==> src/rtl/booth_pkg.sv <==
// rtl/booth_pkg.sv - shared constants, state encoding and sign-extend helper for the product accumulator
package booth_pkg;

  localparam int BOOTH_PROD_W = 8;
  localparam int BOOTH_ACC_W  = 12;
  localparam int BOOTH_LEN_W  = 4;

  typedef enum logic [1:0] {
    IDLE  = 2'd0,
    ACCUM = 2'd1,
    DONE  = 2'd2
  } acc_state_t;

  // Widen a signed product to 32 bits; callers narrow it to their accumulator width.
  function automatic logic signed [31:0] sext_prod(input logic [BOOTH_PROD_W-1:0] p);
    return 32'($signed(p));
  endfunction

endpackage

==> src/rtl/booth_sat_add.sv <==
// rtl/booth_sat_add.sv - signed W-bit adder with overflow flag; clamps when BOOTH_ACC_SATURATE_EN is defined
module booth_sat_add #(
  parameter int W = 12
) (
  input  logic [W-1:0] a_i,
  input  logic [W-1:0] b_i,
  output logic [W-1:0] sum_o,
  output logic         ovf_o
);

  logic [W-1:0] raw_sum;

  // Overflow when both operands share a sign and the wrapped sum does not.
  always_comb begin
    raw_sum = a_i + b_i;
    ovf_o   = (a_i[W-1] == b_i[W-1]) && (raw_sum[W-1] != a_i[W-1]);
`ifdef BOOTH_ACC_SATURATE_EN
    if (ovf_o) begin
      sum_o = a_i[W-1] ? {1'b1, {(W-1){1'b0}}} : {1'b0, {(W-1){1'b1}}};
    end else begin
      sum_o = raw_sum;
    end
`else
    sum_o = raw_sum;
`endif
  end

endmodule

==> src/rtl/booth_product_accumulator.sv <==
// rtl/booth_product_accumulator.sv - sums a run of signed products and holds the total on a valid/ready output (option: BOOTH_ACC_SATURATE_EN)
module booth_product_accumulator
  import booth_pkg::*;
#(
  parameter int PROD_W = BOOTH_PROD_W,
  parameter int ACC_W  = BOOTH_ACC_W,
  parameter int LEN_W  = BOOTH_LEN_W
) (
  input  logic              clk,
  input  logic              rst_n,
  input  logic              start,
  input  logic [LEN_W-1:0]  len,
  input  logic              in_valid,
  output logic              in_ready,
  input  logic [PROD_W-1:0] in_product,
  output logic              out_valid,
  input  logic              out_ready,
  output logic [ACC_W-1:0]  out_sum,
  output logic              out_ovf,
  output logic              busy
);

  acc_state_t       state_q, state_d;
  logic [ACC_W-1:0] acc_q, acc_d;
  logic             ovf_q, ovf_d;
  logic [LEN_W-1:0] cnt_q, cnt_d;

  logic [ACC_W-1:0] prod_ext;
  logic [ACC_W-1:0] add_sum;
  logic             add_ovf;

  assign prod_ext = ACC_W'(sext_prod(in_product));

  booth_sat_add #(
    .W (ACC_W)
  ) u_add (
    .a_i   (acc_q),
    .b_i   (prod_ext),
    .sum_o (add_sum),
    .ovf_o (add_ovf)
  );

  // Outputs come only from registered state so no input reaches an output combinationally.
  assign in_ready  = (state_q == ACCUM);
  assign out_valid = (state_q == DONE);
  assign busy      = (state_q != IDLE);
  assign out_sum   = acc_q;
  assign out_ovf   = ovf_q;

  // Next-state: start a run, accumulate each accepted product, release on out_ready.
  always_comb begin
    state_d = state_q;
    acc_d   = acc_q;
    ovf_d   = ovf_q;
    cnt_d   = cnt_q;
    case (state_q)
      IDLE: begin
        if (start) begin
          acc_d = '0;
          ovf_d = 1'b0;
          if (len != '0) begin
            cnt_d   = len;
            state_d = ACCUM;
          end else begin
            state_d = DONE;
          end
        end
      end
      ACCUM: begin
        if (in_valid) begin
          acc_d = add_sum;
          ovf_d = ovf_q | add_ovf;
          cnt_d = cnt_q - LEN_W'(1);
          if (cnt_q == LEN_W'(1)) begin
            state_d = DONE;
          end
        end
      end
      DONE: begin
        if (out_ready) begin
          state_d = IDLE;
        end
      end
      default: state_d = IDLE;
    endcase
  end

  // State registers; reset abandons any run in progress.
  always_ff @(posedge clk or negedge rst_n) begin
    if (!rst_n) begin
      state_q <= IDLE;
      acc_q   <= '0;
      ovf_q   <= 1'b0;
      cnt_q   <= '0;
    end else begin
      state_q <= state_d;
      acc_q   <= acc_d;
      ovf_q   <= ovf_d;
      cnt_q   <= cnt_d;
    end
  end

endmodule
==> config.mk <==
export PLATFORM = sky130hd
export DESIGN_NAME = booth_product_accumulator
export DESIGN_NICKNAME = d
export VERILOG_FILES = /design/src/rtl/booth_pkg.sv /design/src/rtl/booth_sat_add.sv /design/src/rtl/booth_product_accumulator.sv
export SDC_FILE = /design/constraint.sdc
export NUM_CORES = 1
export LEC_CHECK = 0
export BUFFER_PORTS_ARGS = -buffer_cell sky130_fd_sc_hd__buf_2
export CAP_MARGIN = 25
export CORE_ASPECT_RATIO = 1.4
export CORE_MARGIN = 5
export CORE_UTILIZATION = 44
export DETAILED_ROUTE_END_ITERATION = 16
export PLACE_DENSITY = 0.68
export SETUP_SLACK_MARGIN = 0.15
export SYNTH_ARGS = -nofsm -noshare
export SYNTH_HDL_FRONTEND = slang
export SYNTH_SLANG_ARGS = --single-unit
==> constraint.sdc <==
create_clock -name clk -period 4.7 [get_ports clk]
set_input_delay 0.94 -clock clk [delete_from_list [all_inputs] [get_ports clk]]
set_output_delay 0.94 -clock clk [all_outputs]
set_load 0.01 [all_outputs]
==> summary.txt, run 1 <==
Detailed routing
  • DRC violations left: 0
  • Routed vias: 1,264
  • WL final: 3.11 mm
  • Pre-Repair DR Iteration Count: 4
  • Vias/cell: 5.54
  • Starting DRT DRC Count: 45
  • DRT antenna net count: 0
  • WL/cell: 13.7 um

Final layout
  • Fin nets: 221
  • Most common cell after layout, fill and taps aside: buf_2
  • Commonest non-fill, non-tap cells in the layout: buf_2, nand2_1, dfrtp_1, o21ai_0, ha_1
  • Layout cells sized above 1: 20.6%
  • Syn-to-layout area delta: 17.6%
  • Final non-filler cell total: 228
  • Diodes inserted: 0
  • Layout Utilization: 52.7%

STA
  • Slew margin rel.: 58.3%
  • Worst Max-Slew Pin Slew: 0.610 ns
  • Min cycle time layout: 2.75 ns
  • Clock skew: 0.00296 ns
  • Final setup margin: 1.95 ns
  • Max Slew Vio Count: 0
  • RSZ-0062 raised after global routing: false
  • Finish-stage setup viols: 0
  • Final Cycle Share: 58.6%
  • Fmax: 363 MHz
  • Final hold violations: 0
  • Setup_tns: 0 ns

Status
  • Status: complete, no violations

Floorplan
  • Initial Util: 44.8%
  • Std-Cell Rows: 24
  • Core ar.: 0.00306 sq mm
  • Die area: 0.00435 sq mm
  • Die height: 76.1 um
  • Die width: 57.2 um
  • Io pins: 33

CTS
  • CTS tree: yes
  • PostCTS Resize Cnt: 0
  • CTS max path bufs: 2
  • Post-CTS setup buffer count: 0
  • Number of buffers created by CTS: 3
  • CTS sink cnt: 19
  • CTS root buffer: clkbuf_8
  • Worst skew pair latency: 0.25 ns
  • Hold-fix buffers, CTS: 0
  • H-tree depth: 1
  • Clock transition at the registers of the reported paths: 0.07 ns

Placed design
  • Post-DP HPWL: 2.44 mm
  • Placed cells: 224
  • Final GP Congestion: 0.867
  • Pre-CTS setup slack: 1.67 ns
  • Number of port buffers: 32

Worst setup path
  • Delay-heaviest family, CP: compound AO/OA/AOI/OAI gates
  • Critical path's slowest cell: fa_1
  • Worst reg2reg path depth: 8
  • Crit path DAT: 2.88 ns
  • Critical Path End Type: flip-flop
  • Worst Setup Path Type: input port to flip-flop
  • CP required: 4.83 ns
  • Worst-path maximum fanout: 3
  • Worst path cell trace: buf_2, ha_1, fa_1, a21oi_1, o211ai_1, a2111o_1, a31oi_1, xor2_1, o21ai_0
  • Critical Path Stages: 9
  • Worst path bufs/invs: 1
  • Worst path max stage delay: 0.42 ns
  • Worst setup SP type: input port

Synth
  • Yosys top cell area share: 34.6%
  • Ys Warns: 0
  • Post-Synthesis Net Count: 188
  • Main synth FF type: dfrtp_1
  • Cells after synthesis: 157
  • Top cells by area, synth: dfrtp_1, ha_1, nand2_1, o21ai_0, a21oi_1
  • Post-synthesis cell area: 0.00137 sq mm
  • Seq cells post-synth: 19
  • Ys async rst share: 100%
  • Sequential fraction of the synthesis area: 34.6%
  • Yosys top cell by area: dfrtp_1
  • Post-synth EDFFs: 0
  • Distinct cells, synth: 36
  • Syn avg cell area: 8.74 sq um

Pwr
  • Total chip power: 0.960 mW
  • Pleak: 0.811 nW
  • Power Density: 595 mW/mm^2
  • VDD IR-drop max: 254 uV

Flow run
  • Maxcap violations: 0

GRT
  • Gr ovfl total: 0
  • First-pass GRT wire length: 5.31 mm
  • Number of antenna violations at the first check in global routing: 0
  • Pin count of the biggest net entering global routing: 20
  • Global Route Usage Sum: 15.2%
  • Vias in the first global route: 1,198

Hold path
  • Hold Crit Class: flip-flop to flip-flop
  • Hold Crit Depth: 2
[per-layer routing]
metal / GRT usage [%] / wire [um]
met1: 18.1 / 1320
met2: 26.2 / 1540
met3: 2.88 / 194
met4: 6.03 / 57
met5: 0 / 0
[through the flow]
step / hold WS [ns] / instance area (sq um)
global placement: 0.473 / 1570
floorplan: 0.463 / 1370
finish: 0.476 / 1610
global route: 0.520 / 1610
detailed placement: 0.466 / 1570
CTS: 0.483 / 1610
[worst reg2reg max path, stage by stage (launching register included)]
cell      delay, ns
dfrtp_1        0.40
ha_1           0.24
fa_1           0.42
a21oi_1        0.22
o211ai_1       0.17
a2111o_1       0.39
a31oi_1        0.19
xor2_1         0.15
o21ai_0        0.08
[logic make-up after synthesis]
family | synth area share, %
and+or+nand+nor | 17.0
AOI/OAI and AO/OA | 26.1
DFF | 34.6
adders and majority gates | 13.3
buffers and inverters | 3.10
xor gates and xnor gates | 4.47
muxes | 1.46
[state kept, by name (all words and copies together), names as in the netlist]
register  cells
state_q       2
out_sum      12
out_ovf       1
cnt_q         4
[power by group]
group,internal (mW),leakage [nW],switching [mW]
combinational,0.242,0.547,0.314
clock,0.0603,0.0228,0.0553
sequential,0.231,0.241,0.0578
total,0.533,0.811,0.427
[final timing paths]
kind / from / to / slack [ns]
setup / recovery: in_product[0] / out_sum[10]$_DFFE_PN0P_ / 1.95
hold / removal: out_ovf$_DFFE_PN0P_ / out_ovf$_DFFE_PN0P_ / 0.48
setup reg to reg: out_sum[0]$_DFFE_PN0P_ / out_sum[10]$_DFFE_PN0P_ / 2.32
hold reg to reg: out_ovf$_DFFE_PN0P_ / out_ovf$_DFFE_PN0P_ / 0.48
max in group asynchronous: rst_n / out_sum[11]$_DFFE_PN0P_ / 3.77
min in group asynchronous: rst_n / out_sum[0]$_DFFE_PN0P_ / 0.62
[synth_stat cells (2+ instances only)]
| cell type | n |
|---|---|
| o31ai_1 | 2 |
| o22a_1 | 3 |
| o21ai_0 | 17 |
| a32o_1 | 2 |
| o211ai_1 | 2 |
| a21oi_1 | 10 |
| ha_1 | 13 |
| nor2b_1 | 4 |
| nor3_1 | 2 |
| a21o_1 | 3 |
| dfrtp_1 | 19 |
| xor2_1 | 5 |
| and2_1 | 2 |
| xnor2_1 | 2 |
| inv_1 | 6 |
| clkbuf_1 | 4 |
| nand2b_1 | 2 |
| mux2i_1 | 2 |
| o21a_1 | 2 |
| nor2_1 | 12 |
| a31oi_1 | 2 |
| nand2_1 | 27 |
[cell type report]
class                   count  area [sq um]
repair buffers             33           168
flip-flops and latches     19           475
fillers                   318          1450
clock buffers               4          45.0
well taps                  39          48.8
multi-input cells         127           855
inverters                   6          22.5
Power figures use the tool's default switching activity.
==> run 2: changes to the inputs <==
--- a/config.mk
+++ b/config.mk
@@ -11,7 +11,7 @@
 export CORE_MARGIN = 5
 export CORE_UTILIZATION = 44
 export DETAILED_ROUTE_END_ITERATION = 16
-export PLACE_DENSITY = 0.68
+export PLACE_DENSITY = 0.7
 export SETUP_SLACK_MARGIN = 0.15
 export SYNTH_ARGS = -nofsm -noshare
 export SYNTH_HDL_FRONTEND = slang
==> constraint.sdc (replaced) <==
create_clock -name clk -period 2.4 [get_ports clk]
set_input_delay 0.48 -clock clk [delete_from_list [all_inputs] [get_ports clk]]
set_output_delay 0.48 -clock clk [all_outputs]
set_load 0.01 [all_outputs]
==> run 2 against run 1 <==
  * Clock skew is 0.0018 ns higher
  * Total power is 100% higher
  * First-iteration DRC count is 11% lower
  * Non-clock buffer count is 5 higher
  * Cell area is 4.1% higher
  * Sequential cell count stayed put
  * Clock power is 92% higher
  * Wire length is 4.5% higher
  * Register-to-register slack worse by 2.1 ns
  * Core utilization is 2.2 points higher
  * Largest cell class unchanged
==> summary.txt, run 2 (synthesized netlist as in run 1, its figures left out) <==
Status
  • Status: complete, no violations

CTS
  • CTS sink cnt: 19
  • Number of buffers created by CTS: 3
  • CTS root buffer: clkbuf_8
  • Clock transition at the registers of the reported paths: 0.08 ns
  • CTS tree: yes
  • Worst skew pair latency: 0.25 ns
  • H-tree depth: 1
  • CTS max path bufs: 2

Final layout
  • Max FFs per register: 12
  • Fill count: 312
  • Post-route cell area: 0.00168 sq mm
  • Diodes inserted: 0
  • Final non-filler cell total: 233
  • Most common cell after layout, fill and taps aside: buf_2
  • Fin nets: 226
  • Syn-to-layout area delta: 22.4%
  • Layout cells sized above 1: 25.8%
  • Commonest non-fill, non-tap cells in the layout: buf_2, nand2_1, dfrtp_1, o21ai_0, nor2_1

Worst setup path
  • R2r setup slk: 0.24 ns
  • Worst path bufs/invs: 0
  • Critical Path End Type: flip-flop
  • Critical path's slowest cell: dfrtp_1
  • Worst path max stage delay: 0.41 ns
  • Worst Setup Path Type: flip-flop to flip-flop
  • Worst reg2reg path depth: 8
  • CP required: 2.54 ns
  • Worst path cell trace: ha_2, fa_2, a21oi_2, o211ai_1, a2111o_1, a31oi_2, xor2_1, o21ai_0
  • FF-to-FF Start: out_sum[0]$_DFFE_PN0P_
  • Delay-heaviest family, CP: compound AO/OA/AOI/OAI gates
  • Worst setup SP type: flip-flop
  • RR Endpoint: out_sum[10]$_DFFE_PN0P_
  • Worst-path maximum fanout: 3
  • Crit path DAT: 2.30 ns

STA
  • Fmax: 463 MHz
  • Final hold violations: 0
  • RSZ-0062 raised after global routing: true
  • Min cycle time layout: 2.16 ns
  • Clock skew: 0.00479 ns
  • Min Hold Slack: 0.158 ns
  • Slew margin rel.: 63.6%
  • Max Slew Vio Count: 0
  • Finish-stage setup viols: 0
  • Final Cycle Share: 90.0%
  • Worst Max-Slew Pin Slew: 0.547 ns

GRT
  • Gr ovfl total: 0
  • First-pass GRT wire length: 5.65 mm
  • Vias in the first global route: 1,291
  • Number of antenna violations at the first check in global routing: 0
  • Global Route Usage Sum: 15.9%
  • Pin count of the biggest net entering global routing: 20

Floorplan
  • Initial Util: 44.8%
  • Die height: 76.1 um
  • Die width: 57.2 um
  • Io pins: 33
  • Die area: 0.00435 sq mm
  • Core ar.: 0.00306 sq mm
  • Std-Cell Rows: 24

Hold path
  • Hold Crit Class: input port to asynchronous set/reset pin

Detailed routing
  • Routed vias: 1,283
  • WL final: 3.25 mm
  • Starting DRT DRC Count: 40
  • Vias/cell: 5.51
  • DRT antenna net count: 0
  • Pre-Repair DR Iteration Count: 5
  • DRC violations left: 0
  • WL/cell: 14.0 um

Placed design
  • Placed cells: 229
  • Post-DP HPWL: 2.47 mm
  • Final GP Congestion: 0.890
  • Number of port buffers: 32
  • Dpl cell area: 0.00161 sq mm

Pwr
  • Pleak: 0.835 nW
  • VDD IR-drop max: 577 uV
  • Total chip power: 1.96 mW
  • Power Density: 1170 mW/mm^2

Flow run
  • Maxcap violations: 0
## run 2: cell types whose count changed in the layout (fill, tap and decap cells not counted)
cell / before / now
a21oi_1: 10 / 9
ha_2: 0 / 1
clkinv_2: 0 / 1
fa_1: 1 / 0
fa_2: 0 / 1
a21oi_2: 0 / 1
clkbuf_1: 1 / 0
buf_4: 1 / 6
a31oi_1: 2 / 1
ha_1: 13 / 11
a31oi_2: 0 / 1
ha_4: 0 / 1
## run 2: layout make-up
class | count | area, sq um | share of cell area [%]
multi-input cells | 127 | 882 | 52.5
flip-flops and latches | 19 | 475 | 28.3
repair buffers | 38 | 205 | 12.2
well taps | 39 | 48.8 | 2.90
clock buffers | 3 | 41.3 | 2.46
inverters | 6 | 22.5 | 1.34
clock inverters | 1 | 5.00 | 0.298
## run 2: worst reg2reg max path, delay by kind of cell, from the launching register on
kind	cells	cell delay [ns]
flip-flops	1	0.41
AO/OA/AOI/OAI	5	0.91
adder cells (fa/ha/maj)	2	0.57
XOR/XNOR	1	0.15
## run 2: per-layer routing
metal | part of all wire, % | global-route usage (%)
met1 | 42 | 19.1
met2 | 52 | 28.3
met3 | 4.5 | 2.54
met4 | 1.2 | 4.87
met5 | 0 | 0
## run 2: worst max path at each step
stage	from	endpoint	cells past startpoint
floorplan	in_product[0]	out_sum[10]$_DFFE_PN0P_	8
global placement	in_product[0]	out_sum[10]$_DFFE_PN0P_	9
detailed placement	in_product[0]	out_sum[10]$_DFFE_PN0P_	9
CTS	out_sum[0]$_DFFE_PN0P_	out_sum[10]$_DFFE_PN0P_	8
global route	out_sum[6]$_DFFE_PN0P_	out_sum[11]$_DFFE_PN0P_	8
finish	out_sum[0]$_DFFE_PN0P_	out_sum[10]$_DFFE_PN0P_	8
## run 2: through the flow
step	utilization (%)	setup TNS, ns	setup WS [ns]
after CTS	54.2	0	0.158
after floorplan	-	0	0.165
final	54.9	0	0.240
after global placement	52.7	0	0.0306
after detailed placement	52.7	-0.0341	-0.0341
after global routing	54.9	0	0.155
## run 2: repair_timing
action,in CTS,in global routing
buffers inserted,0,0
gates resized for setup,0,3
endpoints found under the setup margin,0,2
hold buffers,0,0
## run 2: report_power, final
group / internal [mW] / switching (mW) / total [mW]
logic: 0.530 / 0.637 / 1.17
registers: 0.452 / 0.119 / 0.571
clock network: 0.115 / 0.108 / 0.223
total: 1.10 / 0.863 / 1.96
==> run 3: changes to the inputs <==
--- a/config.mk
+++ b/config.mk
@@ -5,6 +5,7 @@
 export SDC_FILE = /design/constraint.sdc
 export NUM_CORES = 1
 export LEC_CHECK = 0
+export ABC_AREA = 1
 export BUFFER_PORTS_ARGS = -buffer_cell sky130_fd_sc_hd__buf_2
 export CAP_MARGIN = 25
 export CORE_ASPECT_RATIO = 1.4
==> run 3 against run 2 <==
  * Worst setup slack gained 0.36 ns
  * Worst hold slack got worse by 0.0023 ns
  * Clock-buffer cell count up 1
  * Sequential power grew 0.9%
  * Critical path type unchanged
==> summary.txt, run 3 <==
Status
  • Status: complete, no violations

Pwr
  • Sw Share: 48.1%
  • Clock Power Share: 10.8%
  • Psw: 1.01 mW
  • Seq pwr share: 27.5%
  • VDD IR-drop max: 623 uV
  • Pleak: 0.961 nW
  • Power Density: 1220 mW/mm^2
  • Internal power: 1.09 mW
  • Combinational power share: 61.7%

Detailed routing
  • WL/cell: 11.9 um
  • Vias/cell: 5.02
  • DRC violations left: 0
  • DRT antenna net count: 0
  • Starting DRT DRC Count: 59
  • Pre-Repair DR Iteration Count: 4
  • WL final: 3.31 mm
  • Routed vias: 1,395

CTS
  • Post-CTS setup buffer count: 0
  • Number of buffers created by CTS: 3
  • CTS tree: yes
  • CTS root buffer: clkbuf_8
  • Worst skew pair latency: 0.26 ns
  • CTS max path bufs: 2
  • PostCTS Resize Cnt: 0
  • CTS sink cnt: 19
  • Hold-fix buffers, CTS: 0
  • H-tree depth: 1
  • Clock transition at the registers of the reported paths: 0.07 ns

Synth
  • Post-synth EDFFs: 0
  • Top cells by area, synth: dfrtp_1, nand2_1, ha_1, inv_1, nor2_1
  • Ys async rst share: 100%
  • Most common cell in the netlist: nand2_1
  • Syn avg cell area: 7.22 sq um
  • Yosys top cell by area: dfrtp_1
  • Commonest cells post-synth: nand2_1, inv_1, nor2_1
  • Main synth FF type: dfrtp_1
  • Cells after synthesis: 203
  • Ys Warns: 0
  • Sequential fraction of the synthesis area: 32.4%
  • Post-synthesis cell area: 0.00147 sq mm
  • Post-Synthesis Net Count: 234
  • Distinct cells, synth: 30
  • Seq cells post-synth: 19
  • Yosys top cell area share: 32.4%

Final layout
  • Register area: 475 sq um
  • Layout cells sized above 1: 18.8%
  • Multi-input logic area: 883 sq um
  • Diodes inserted: 0
  • Fill count: 334
  • Most common cell after layout, fill and taps aside: nand2_1
  • Syn-to-layout area delta: 17.5%
  • Max FFs per register: 12
  • Commonest non-fill, non-tap cells in the layout: nand2_1, buf_2, inv_1, nor2_1, dfrtp_1
  • Fin nets: 271

Worst setup path
  • Critical Path End Type: flip-flop
  • Worst setup SP type: flip-flop
  • Delay-heaviest family, CP: simple AND/OR/NAND/NOR gates
  • Critical path's slowest cell: dfrtp_1
  • CP required: 2.55 ns
  • Crit path DAT: 1.95 ns
  • Worst path cell trace: ha_1, a21oi_1, nand2_1, nand3_1, nand3_1, or2_2, nand3_1, nand2_1
  • Worst-path maximum fanout: 6
  • Top cell by count, worst path: nand3_1
  • Worst path bufs/invs: 0
  • Worst Setup Path Type: flip-flop to flip-flop
  • Worst path max stage delay: 0.40 ns

GRT
  • Pin count of the biggest net entering global routing: 20
  • Number of antenna violations at the first check in global routing: 0
  • Vias in the first global route: 1,482
  • Global Route met1 Usage: 19.3%
  • Gr ovfl total: 0
  • Most Crowded Layer GR: met2
  • First-pass GRT wire length: 6.11 mm
  • Global Route Usage Sum: 16.6%
  • Grt met2 use: 29.9%
  • Met3 usage: 2.30%

STA
  • Fmax: 556 MHz
  • Finish-stage setup viols: 0
  • Worst Max-Slew Pin Slew: 0.447 ns
  • Clock skew: 0.00416 ns
  • Slew margin rel.: 70.2%
  • Final Cycle Share: 75.0%
  • Min cycle time layout: 1.80 ns
  • Max Slew Vio Count: 0
  • Setup_tns: 0 ns
  • Final hold violations: 0
  • RSZ-0062 raised after global routing: false
  • Final setup margin: 0.601 ns

Placed design
  • Number of port buffers: 32
  • Post-DP HPWL: 2.67 mm
  • Final GP Congestion: 0.877
  • Pre-CTS setup slack: 0.403 ns

Floorplan
  • Core ar.: 0.00315 sq mm
  • Std-Cell Rows: 24
  • Io pins: 33
  • Die width: 58.8 um
  • Initial Util: 46.5%
  • Die height: 78.3 um
  • Die area: 0.00460 sq mm

Flow run
  • Maxcap violations: 0

Hold path
  • Hold Crit Class: input port to asynchronous set/reset pin
## run 3: cell types whose count changed after synthesis, sizes merged, moves of 3 or more
cell | previous run | this run
clkbuf | 4 | 0
inv | 6 | 23
nand2 | 27 | 62
nand3 | 0 | 13
nor2 | 12 | 23
nor2b | 4 | 0
o22a | 3 | 0
xor2 | 5 | 1
## run 3: final cells by class
type                    count  share of cell area (%)
inverters                  25                    5.95
repair buffers             33                    9.73
clock buffers               4                    2.61
multi-input cells         158                    51.3
well taps                  39                    2.83
flip-flops and latches     19                    27.6
## run 3: logic make-up (layout without fill, tap and decap cells)
group,after synthesis,in the layout,synth area share [%]
xor+xnor,3,3,1.79
buf+inv,26,62,7.34
compound gates,38,38,14.9
fa+ha+maj,14,14,12.5
flops,19,19,32.4
simple gates,103,103,31.1
## run 3: final timing paths
check                                             from                      end  slack (ns)  cells after the start
worst max-delay path            out_sum[2]$_DFFE_PN0P_  out_sum[11]$_DFFE_PN0P_        0.60                      8
worst min-delay path                             rst_n   out_sum[8]$_DFFE_PN0P_        0.16                      1
worst max register to register  out_sum[2]$_DFFE_PN0P_  out_sum[11]$_DFFE_PN0P_        0.60                      8
worst min register to register  out_sum[5]$_DFFE_PN0P_   out_sum[5]$_DFFE_PN0P_        0.51                      2
max in group asynchronous                        rst_n  out_sum[10]$_DFFE_PN0P_        1.93                      1
min in group clk                             out_ready   state_q[1]$_DFFE_PN0P_        0.51                      4
## run 3: worst register-to-register path, stage by stage, from the launching register on
cell and delay, ns:
dfrtp_1 0.40, ha_1 0.36, a21oi_1 0.20, nand2_1 0.13, nand3_1 0.10, nand3_1 0.10
or2_2 0.29, nand3_1 0.07, nand2_1 0.05
## run 3: metrics by stage
| stage | power, mW | utilization [%] | std cells | area (sq um) | hold WS [ns] |
|---|---|---|---|---|---|
| after floorplan | 1.53 | - | 203 | 1470 | 0.184 |
| after global placement | 1.87 | 53.2 | 274 | 1680 | 0.450 |
| after detailed placement | 1.89 | 53.2 | 274 | 1680 | 0.454 |
| after CTS | 2.12 | 54.6 | 278 | 1720 | 0.170 |
| after global routing | 2.35 | 54.6 | 278 | 1720 | 0.194 |
| final | 2.09 | 54.6 | 278 | 1720 | 0.156 |
## run 3: power groups by stage
stage                     Clock [mW]  Sequential, mW  Combinational (mW)
final                          0.226           0.576                1.29
after global routing           0.252           0.603                1.49
after CTS                      0.235           0.580                1.31
after detailed placement           0           0.584                1.30
after global placement             0           0.582                1.29
after floorplan                    0           0.612               0.917
## run 3: per-layer routing
| metal | wire (um) | up-vias |
|---|---|---|
| met5 | 0 | - |
| met4 | 31 | 0 |
| met3 | 137 | 4 |
| met2 | 1710 | 29 |
| met1 | 1430 | 621 |
| li1 | - | 741 |
